**config.mk**
```make
export PLATFORM = sky130hd
export DESIGN_NAME = feature_mem_loader
export DESIGN_NICKNAME = d
export VERILOG_FILES = /design/src/rtl/feature_mem_loader.sv
export SDC_FILE = /design/constraint.sdc
export NUM_CORES = 1
export LEC_CHECK = 0
export CAP_MARGIN = 10
export CORE_AREA = 2 2 153 95
export DETAILED_ROUTE_END_ITERATION = 6
export DIE_AREA = 0 0 155 97
export GPL_TIMING_DRIVEN = 0
export PLACE_DENSITY = 0.79
export SLEW_MARGIN = 10
export SYNTH_ARGS = -nofsm -noshare
export SYNTH_HDL_FRONTEND = slang
export SYNTH_SLANG_ARGS = --single-unit
```
**constraint.sdc**
```tcl
create_clock -name clk -period 2.3 [get_ports clk]
set_input_delay 0.46 -clock clk [delete_from_list [all_inputs] [get_ports clk]]
set_output_delay 0.46 -clock clk [all_outputs]
set_load 0.005 [all_outputs]
```
**src/rtl/feature_mem_loader.sv**
```systemverilog
// -----------------------------------------------------------------------------
// feature_mem_loader
//
// Write-side sequencer for the scratchpad feature memory. It accepts a
// valid/ready stream of DATA_BUS_WIDTH-bit words and turns each accepted word
// into one registered write on the feature memory write port.
//
// Two fill modes are supported:
//   - full mode   : cfg_groups x cfg_lines words, written in group-major order
//                   (all lines of group 0, then all lines of group 1, ...).
//   - single mode : one word per group, always written to line cfg_line_sel.
//                   This is the line-buffer shift case.
//
// Ports
//   clk, rst        clock, synchronous active-high reset
//   start           one-cycle load request, only looked at while idle
//   cfg_groups      groups to fill (1..Tn)
//   cfg_lines       lines per group in full mode (1..KERNEL_SIZE)
//   cfg_single      1 selects single-line mode
//   cfg_line_sel    target line in single-line mode (0..KERNEL_SIZE-1)
//   s_valid/s_data  input stream word
//   s_ready         high while loading; depends on state only
//   wr_en           memory write strobe (one cycle after the handshake)
//   wr_mem_group    target group of the write
//   wr_mem_line     target line of the write
//   wr_data         data word of the write
//   busy            high while a load is in progress (LOAD and DONE)
//   done            one-cycle pulse in the cycle the last write is issued
//   cfg_err         one-cycle pulse when a start is rejected
// -----------------------------------------------------------------------------
module feature_mem_loader #(
   parameter int Tn             = 4,
   parameter int KERNEL_SIZE    = 3,
   parameter int DATA_BUS_WIDTH = 128
) (
   input  logic                      clk,
   input  logic                      rst,
   input  logic                      start,
   input  logic [3:0]                cfg_groups,
   input  logic [3:0]                cfg_lines,
   input  logic                      cfg_single,
   input  logic [3:0]                cfg_line_sel,
   input  logic                      s_valid,
   input  logic [DATA_BUS_WIDTH-1:0] s_data,
   output logic                      s_ready,
   output logic                      wr_en,
   output logic [3:0]                wr_mem_group,
   output logic [3:0]                wr_mem_line,
   output logic [DATA_BUS_WIDTH-1:0] wr_data,
   output logic                      busy,
   output logic                      done,
   output logic                      cfg_err
);

   typedef enum logic [1:0] {
      ST_IDLE = 2'd0,
      ST_LOAD = 2'd1,
      ST_DONE = 2'd2
   } state_t;

   // Limits widened to 5 bits so that Tn or KERNEL_SIZE equal to 16 still
   // compare correctly against the 4-bit configuration fields.
   localparam logic [4:0] TN_MAX = 5'(Tn);
   localparam logic [4:0] K_MAX  = 5'(KERNEL_SIZE);

   state_t                    state_q, state_d;
   logic [3:0]                grp_cnt_q, grp_cnt_d;
   logic [3:0]                line_cnt_q, line_cnt_d;
   logic [3:0]                cfg_groups_q, cfg_groups_d;
   logic [3:0]                cfg_lines_q, cfg_lines_d;
   logic                      cfg_single_q, cfg_single_d;
   logic [3:0]                cfg_line_sel_q, cfg_line_sel_d;
   logic                      wr_en_q, wr_en_d;
   logic [3:0]                wr_group_q, wr_group_d;
   logic [3:0]                wr_line_q, wr_line_d;
   logic [DATA_BUS_WIDTH-1:0] wr_data_q, wr_data_d;
   logic                      cfg_err_q, cfg_err_d;

   logic                      cfg_bad;
   logic                      last_grp;
   logic                      last_line;

   // Configuration check on the live inputs; only meaningful when start is
   // seen in IDLE.
   always_comb begin
      cfg_bad = 1'b0;
      if ((cfg_groups == 4'd0) || ({1'b0, cfg_groups} > TN_MAX)) begin
         cfg_bad = 1'b1;
      end
      if (cfg_single) begin
         if ({1'b0, cfg_line_sel} >= K_MAX) begin
            cfg_bad = 1'b1;
         end
      end else begin
         if ((cfg_lines == 4'd0) || ({1'b0, cfg_lines} > K_MAX)) begin
            cfg_bad = 1'b1;
         end
      end
   end

   assign last_grp  = (grp_cnt_q == (cfg_groups_q - 4'd1));
   assign last_line = (line_cnt_q == (cfg_lines_q - 4'd1));

   always_comb begin
      state_d        = state_q;
      grp_cnt_d      = grp_cnt_q;
      line_cnt_d     = line_cnt_q;
      cfg_groups_d   = cfg_groups_q;
      cfg_lines_d    = cfg_lines_q;
      cfg_single_d   = cfg_single_q;
      cfg_line_sel_d = cfg_line_sel_q;
      // Write port returns to all-zero in every cycle without a handshake.
      wr_en_d        = 1'b0;
      wr_group_d     = 4'd0;
      wr_line_d      = 4'd0;
      wr_data_d      = '0;
      cfg_err_d      = 1'b0;

      case (state_q)
         ST_IDLE: begin
            if (start) begin
               if (cfg_bad) begin
                  cfg_err_d = 1'b1;
               end else begin
                  cfg_groups_d   = cfg_groups;
                  cfg_lines_d    = cfg_lines;
                  cfg_single_d   = cfg_single;
                  cfg_line_sel_d = cfg_line_sel;
                  grp_cnt_d      = 4'd0;
                  line_cnt_d     = 4'd0;
                  state_d        = ST_LOAD;
               end
            end
         end

         ST_LOAD: begin
            // s_ready is high for the whole of LOAD, so s_valid alone
            // marks a handshake here.
            if (s_valid) begin
               wr_en_d    = 1'b1;
               wr_group_d = grp_cnt_q;
               wr_line_d  = cfg_single_q ? cfg_line_sel_q : line_cnt_q;
               wr_data_d  = s_data;

               if (last_grp && (cfg_single_q || last_line)) begin
                  state_d = ST_DONE;
               end

               if (cfg_single_q) begin
                  grp_cnt_d = grp_cnt_q + 4'd1;
               end else if (last_line) begin
                  line_cnt_d = 4'd0;
                  grp_cnt_d  = grp_cnt_q + 4'd1;
               end else begin
                  line_cnt_d = line_cnt_q + 4'd1;
               end
            end
         end

         ST_DONE: begin
            state_d = ST_IDLE;
         end

         default: begin
            state_d = ST_IDLE;
         end
      endcase
   end

   always_ff @(posedge clk) begin
      if (rst) begin
         state_q        <= ST_IDLE;
         grp_cnt_q      <= 4'd0;
         line_cnt_q     <= 4'd0;
         cfg_groups_q   <= 4'd0;
         cfg_lines_q    <= 4'd0;
         cfg_single_q   <= 1'b0;
         cfg_line_sel_q <= 4'd0;
         wr_en_q        <= 1'b0;
         wr_group_q     <= 4'd0;
         wr_line_q      <= 4'd0;
         wr_data_q      <= '0;
         cfg_err_q      <= 1'b0;
      end else begin
         state_q        <= state_d;
         grp_cnt_q      <= grp_cnt_d;
         line_cnt_q     <= line_cnt_d;
         cfg_groups_q   <= cfg_groups_d;
         cfg_lines_q    <= cfg_lines_d;
         cfg_single_q   <= cfg_single_d;
         cfg_line_sel_q <= cfg_line_sel_d;
         wr_en_q        <= wr_en_d;
         wr_group_q     <= wr_group_d;
         wr_line_q      <= wr_line_d;
         wr_data_q      <= wr_data_d;
         cfg_err_q      <= cfg_err_d;
      end
   end

   assign s_ready      = (state_q == ST_LOAD);
   assign busy         = (state_q != ST_IDLE);
   assign done         = (state_q == ST_DONE);
   assign cfg_err      = cfg_err_q;
   assign wr_en        = wr_en_q;
   assign wr_mem_group = wr_group_q;
   assign wr_mem_line  = wr_line_q;
   assign wr_data      = wr_data_q;

endmodule

```
# [Word-level counts from Yosys, hierarchy flattened]
# Index checks and enable logic that the tools add are counted.
[word_totals] ff_bits=161 inputBits=145 out_inout_bits=141 elab_cells=72
[classes] add_sub_neg=4 n_lt_le_gt_ge=3 eq_ne=10 muxes=22 bitwise=5 reduce_logical=16
[ops] op="$mux W4" n=9
[ops] op="$pmux W4 S2" n=2
[ops] op="$reduce_and A5 Y1" n=2
[ops] op="$add A4 B1 Y4 const B" n=2
[ops] op="$eq A4 B4 Y1" n=2
[ops] op="$logic_not A4 Y1" n=2
[ops] op="$mux W2" n=4
[ops] op="$ne A2 B2 Y1 const B" n=4
[ops] op="$sub A4 B1 Y4 const B" n=2
[ops] op="$mux W1" n=6
[ops] op="$reduce_or A3 Y1" n=2
[ops] op="$not A1 Y1" n=5
[ops] op="$ge A4 B2 Y1 const B" n=1
[ops] op="$gt A4 B2 Y1 const B" n=1
[ops] op="$gt A4 B3 Y1 const B" n=1
[ops] op="$pmux W2 S2" n=1
[ops] op="$reduce_and A4 Y1" n=1
[ops] op="$reduce_bool A2 Y1" n=2
[ops] op="$logic_or A1 B1 Y1" n=3
[ops] op="$ne A3 B1 Y1 const B" n=1
[ops] op="$reduce_and A3 Y1" n=1
[ops] op="$eq A2 B1 Y1 const B" n=1
[ops] op="$eq A2 B2 Y1 const B" n=1
[ops] op="$logic_not A2 Y1" n=1
[ops] op="other kinds (3)" n=3

# [Logic depth before layout (Yosys ltp)]
# Gate-level depths: netlist of the first run.
[depth] word_depth=8 depth_mapped=9

# [Worst setup path after synthesis of the first run]
# No wires, ideal clock.
[synth_path] path_type="reg2reg" startpoint="register cfg_lines_q[0]" endpoint="register line_cnt_q[2]" arrival_time_ps=1742 t_required_ps=2205 setup_slack_ps=463 path_stages_with_launch=8 n_path_buf=0 period_less_slack_ps=1837 path_cell_list="dfxtp_1 -> inv_1 -> ha_1 -> xnor2_1 -> nor3_4 -> a21oi_2 -> or4b_1 -> o311ai_1"
[synth_via] elab_chain_cells=6
[synth_rtl] element="start, declared" line="70" rtl="logic [3:0] cfg_lines_q, cfg_lines_d;"
[synth_rtl] element="start signal, assigned" line="189" rtl="cfg_lines_q <= cfg_lines_d;"
[synth_rtl] element="$sub A4 B1 Y4" line="102" rtl="assign last_line = (line_cnt_q == (cfg_lines_q - 4'd1));"
[synth_rtl] element="$eq A4 B4 Y1" line="102"
[synth_rtl] element="$mux W4" line="151" rtl="end else if (last_line) begin"
[synth_rtl] element="$mux W4" line="149" rtl="if (cfg_single_q) begin"
[synth_rtl] element="$mux W4" line="139" rtl="if (s_valid) begin"
[synth_rtl] element="$pmux W4 S2" line="119" rtl="case (state_q)"
[synth_rtl] element="end signal, assigned" line="187" rtl="line_cnt_q <= line_cnt_d;"
[synth_rtl] element="end, declared" line="68" rtl="logic [3:0] line_cnt_q, line_cnt_d;"
# No other way between the ends. The select of a mux whose other input is x is not followed.
# A chain may end at the register's enable or synchronous reset.

# [Worst setup path in the final report of the first run]
[layout_path] startpoint="register state_q[0]" endpoint="output s_ready"
[layout_via] elab_chain_cells=1
[layout_rtl] element="start, declared" line="66" rtl="state_t state_q, state_d;"
[layout_rtl] element="start signal, assigned" line="185" rtl="state_q <= state_d;"
[layout_rtl] element="$eq A2 B1 Y1" line="200" rtl="assign s_ready = (state_q == ST_LOAD);"
[layout_rtl] element="end, declared" line="45" rtl="output logic s_ready,"
# No other way between the ends.

==> flow_metrics.env, run 1 <==
export IMPL_asyncSetResetFlopFracSynth_pct=0
export IMPL_cp_required_ps=1840
export IMPL_synth_nets=604
export IMPL_cts_repair_timing_setup_buffer_count=0
export IMPL_wire_per_inst_microns=15.47
export IMPL_start_util_pct=37.83
export IMPL_ys_flop_type="dfxtp_1"
export IMPL_gr_total_overflow=0
export IMPL_diodes=0
export IMPL_post_route_util_pct=64.66
export IMPL_critPathLaunchType="register"
export IMPL_rows=33
export IMPL_die_x_microns=155
export IMPL_finalSetupViolCount=0
export IMPL_post_cts_resized=0
export IMPL_slew_headroom_pct=58.35
export IMPL_dp_cells=915
export IMPL_htreeDepth=4
export IMPL_synth_area_sq_um=5107
export IMPL_yosys_cell_types_count=50
export IMPL_portBuffers=285
export IMPL_insertion_delay_ps=410
export IMPL_yosysWarnings=0
export IMPL_dr_total_vias=4206
export IMPL_tightestPinTransition_ps=624.8
export IMPL_finalCritPeriodShare_pct=94.66
export IMPL_ys_ff_latch=161
export IMPL_grt_pass1_vias=4175
export IMPL_hold_buffers=0
export IMPL_synth_edf_count=0
export IMPL_post_place_ws_ps=-124.3
export IMPL_worst_slack_ps=122.8
export IMPL_avgSynthCellArea_sq_um=11.23
export IMPL_grt_pass1_wl_mm=22.38
export IMPL_finalHoldViolations=0
export IMPL_grt_usage_pct=19.22
export IMPL_critPathTopFamily="buffers and inverters"
export IMPL_critical_path_arrival_ps=1720
export IMPL_drive_above_1_share_pct=7.642
export IMPL_grt_max_degree=17
export IMPL_io_pins=286
export IMPL_fin_nets=908
export IMPL_maxSlewViolCount=0
export IMPL_die_area_sq_um=15040
export IMPL_drt_initial_drc_count=155
export IMPL_p_leak_nw=3.365
export IMPL_fillers=1042
export IMPL_core_sq_um=13500
export IMPL_hpwl_mm=11.53
export IMPL_crit_buf_inv=2
export IMPL_crit_path_max_incr_delay_ps=520
export IMPL_cts_sinks=161
export IMPL_path_cells="nand2b_2 > inv_2 > clkdlybuf4s50_1"
export IMPL_tritoncts="done"
export IMPL_finClkSkew_ps=9.262
export IMPL_cts_buffers=17
export IMPL_hold_ws_ps=458.1
export IMPL_final_cell_mix="clkdlybuf4s50_1 (285), dfxtp_1 (161), and2_1 (132), nand2_1 (29), clkbuf_16 (17)"
export IMPL_final_common_cell="clkdlybuf4s50_1"
export IMPL_cts_root_buf="clkbuf_16"
export IMPL_synth_seq_area_share_pct=63.11
export IMPL_power_density_nw_per_um2=658.1
export IMPL_total_power_mw=5.746
export IMPL_clkTransAtPathRegs_ps=70
export IMPL_hold_path_class="reg2reg"
export IMPL_critical_path_max_fanout=8
export IMPL_wirelength_mm=14.65
export IMPL_crit_type="reg2out"
export IMPL_clock_path_buffers=2
export IMPL_endpoint_kind="primary output"
export IMPL_stdcell_count=947
export IMPL_finalWorstPathRequiredPeriod_ps=2177
export IMPL_crit_slowest_cell="dfxtp_1"
export IMPL_syn_to_final_growth_pct=70.95
export IMPL_drt_first_pass_iters=4
export IMPL_syn_inst=455
export IMPL_ir_drop_mv=0.3261
export IMPL_viasPerCell=4.441
export IMPL_gp_congestion=0.8394
export IMPL_antenna_found_initial=0
export IMPL_max_freq_mhz=459.3
export IMPL_rsz0062_at_grt="no"
export IMPL_drc=0
export IMPL_maxCapViolCount=0
export IMPL_outcome="complete, no violations"
export IMPL_drt_antenna_violating_nets=0
export IMPL_die_y_microns=97
-- flip-flops by register name, indices dropped and copies added (netlist names) --
register,count
line_cnt_q,4
cfg_lines_q,4
cfg_single_q,1
wr_en,1
wr_data,128
wr_mem_line,4
cfg_groups_q,4
grp_cnt_q,4
state_q,2
wr_mem_group,4
cfg_err,1
cfg_line_sel_q,4
-- metal layers --
metal	up-vias	GRT usage, %	wire length [microns]
li1	2070	-	-
met1	1938	23.39	6293
met2	176	32.00	6962
met3	22	6.093	1139
met4	0	6.909	253
met5	-	0	0
-- metrics by stage --
step / setup TNS, ps / cell area, sq um
2_1_floorplan: 0 / 5107
3_3_place_gp: -858.3 / 8179
3_5_place_dp: -1174 / 8179
4_1_cts: 0 / 8731
5_1_grt: 0 / 8731
6_report: 0 / 8731
-- layout make-up --
cell class,count,area [sq um],area share [%]
clock buffer,18,429.2,4.915
inverter,11,42.54,0.4872
multi-input combinational,261,1682,19.26
sequential,161,3223,36.92
clock inverter,14,122.6,1.404
buffer,22,160.2,1.834
timing repair buffer,285,2853,32.67
tap,175,219.0,2.508
-- worst register-to-register path: stages, from the launching register on --
cell	delay [ps]
dfxtp_1	520
nand2b_2	180
inv_2	120
nand2_2	130
or2_1	240
buf_2	170
clkinv_2	130
buf_6	180
buf_6	150
and2_1	140
-- final timing paths --
kind / startpoint / end / slack (ps) / cells past startpoint
min reg2reg: cfg_line_sel_q[3] / cfg_line_sel_q[3] / 460 / 2
max reg2reg: state_q[0] / wr_data[4] / 290 / 9
min: cfg_line_sel_q[3] / cfg_line_sel_q[3] / 460 / 2
max: state_q[0] / s_ready / 120 / 3
-- power breakdown --
group          internal [mW]  switching, mW  total (mW)  leakage (nW)
sequential              2.80        0.00614        2.81          1.30
combinational          0.248         0.0767       0.325          1.80
clock                   1.42           1.20        2.62         0.264
-- synth_stat cells (2+ instances only) --
cell | number | share of area [%]
xnor2_1 | 5 | 0.86
ha_1 | 4 | 0.98
clkbuf_1 | 4 | 0.29
buf_2 | 3 | 0.29
o21ai_1 | 2 | 0.20
nand2_1 | 29 | 2.1
mux2i_1 | 4 | 0.78
nand3_1 | 8 | 0.78
a21oi_1 | 15 | 1.5
or4b_1 | 2 | 0.39
o211ai_1 | 4 | 0.59
clkbuf_2 | 5 | 0.49
or4b_2 | 2 | 0.39
nand2b_1 | 4 | 0.49
nor2_1 | 9 | 0.66
dfxtp_1 | 161 | 63
nor3_1 | 5 | 0.49
xor2_1 | 4 | 0.69
inv_1 | 9 | 0.66
and2_1 | 132 | 16
nor2b_1 | 3 | 0.37
buf_6 | 9 | 2.0
a211o_1 | 2 | 0.34
o21ai_0 | 2 | 0.20
nor3b_1 | 2 | 0.29
a211oi_1 | 2 | 0.29
-- kinds of logic (layout without fill, tap and decap cells) --
| group | after synthesis | after routing | share of synthesized area [%] |
|---|---|---|---|
| xor gates and xnor gates | 10 | 10 | 2.009 |
| and+or+nand+nor | 206 | 206 | 23.76 |
| adders and majority gates | 4 | 4 | 0.9800 |
| AOI/OAI and AO/OA | 37 | 37 | 5.390 |
| buffers and inverters | 33 | 350 | 3.968 |
| muxes | 4 | 4 | 0.7840 |
| DFF | 161 | 161 | 63.11 |
No activity file was read; power rests on OpenSTA's default activity.
==> run 2: changes to the inputs <==
Settings changed: GPL_ROUTABILITY_DRIVEN from default to 0, SKIP_CTS_REPAIR_TIMING from default to 1.
==> results of run 2 <==
The final DEF is identical to that of run 1; final timing and power are the same.
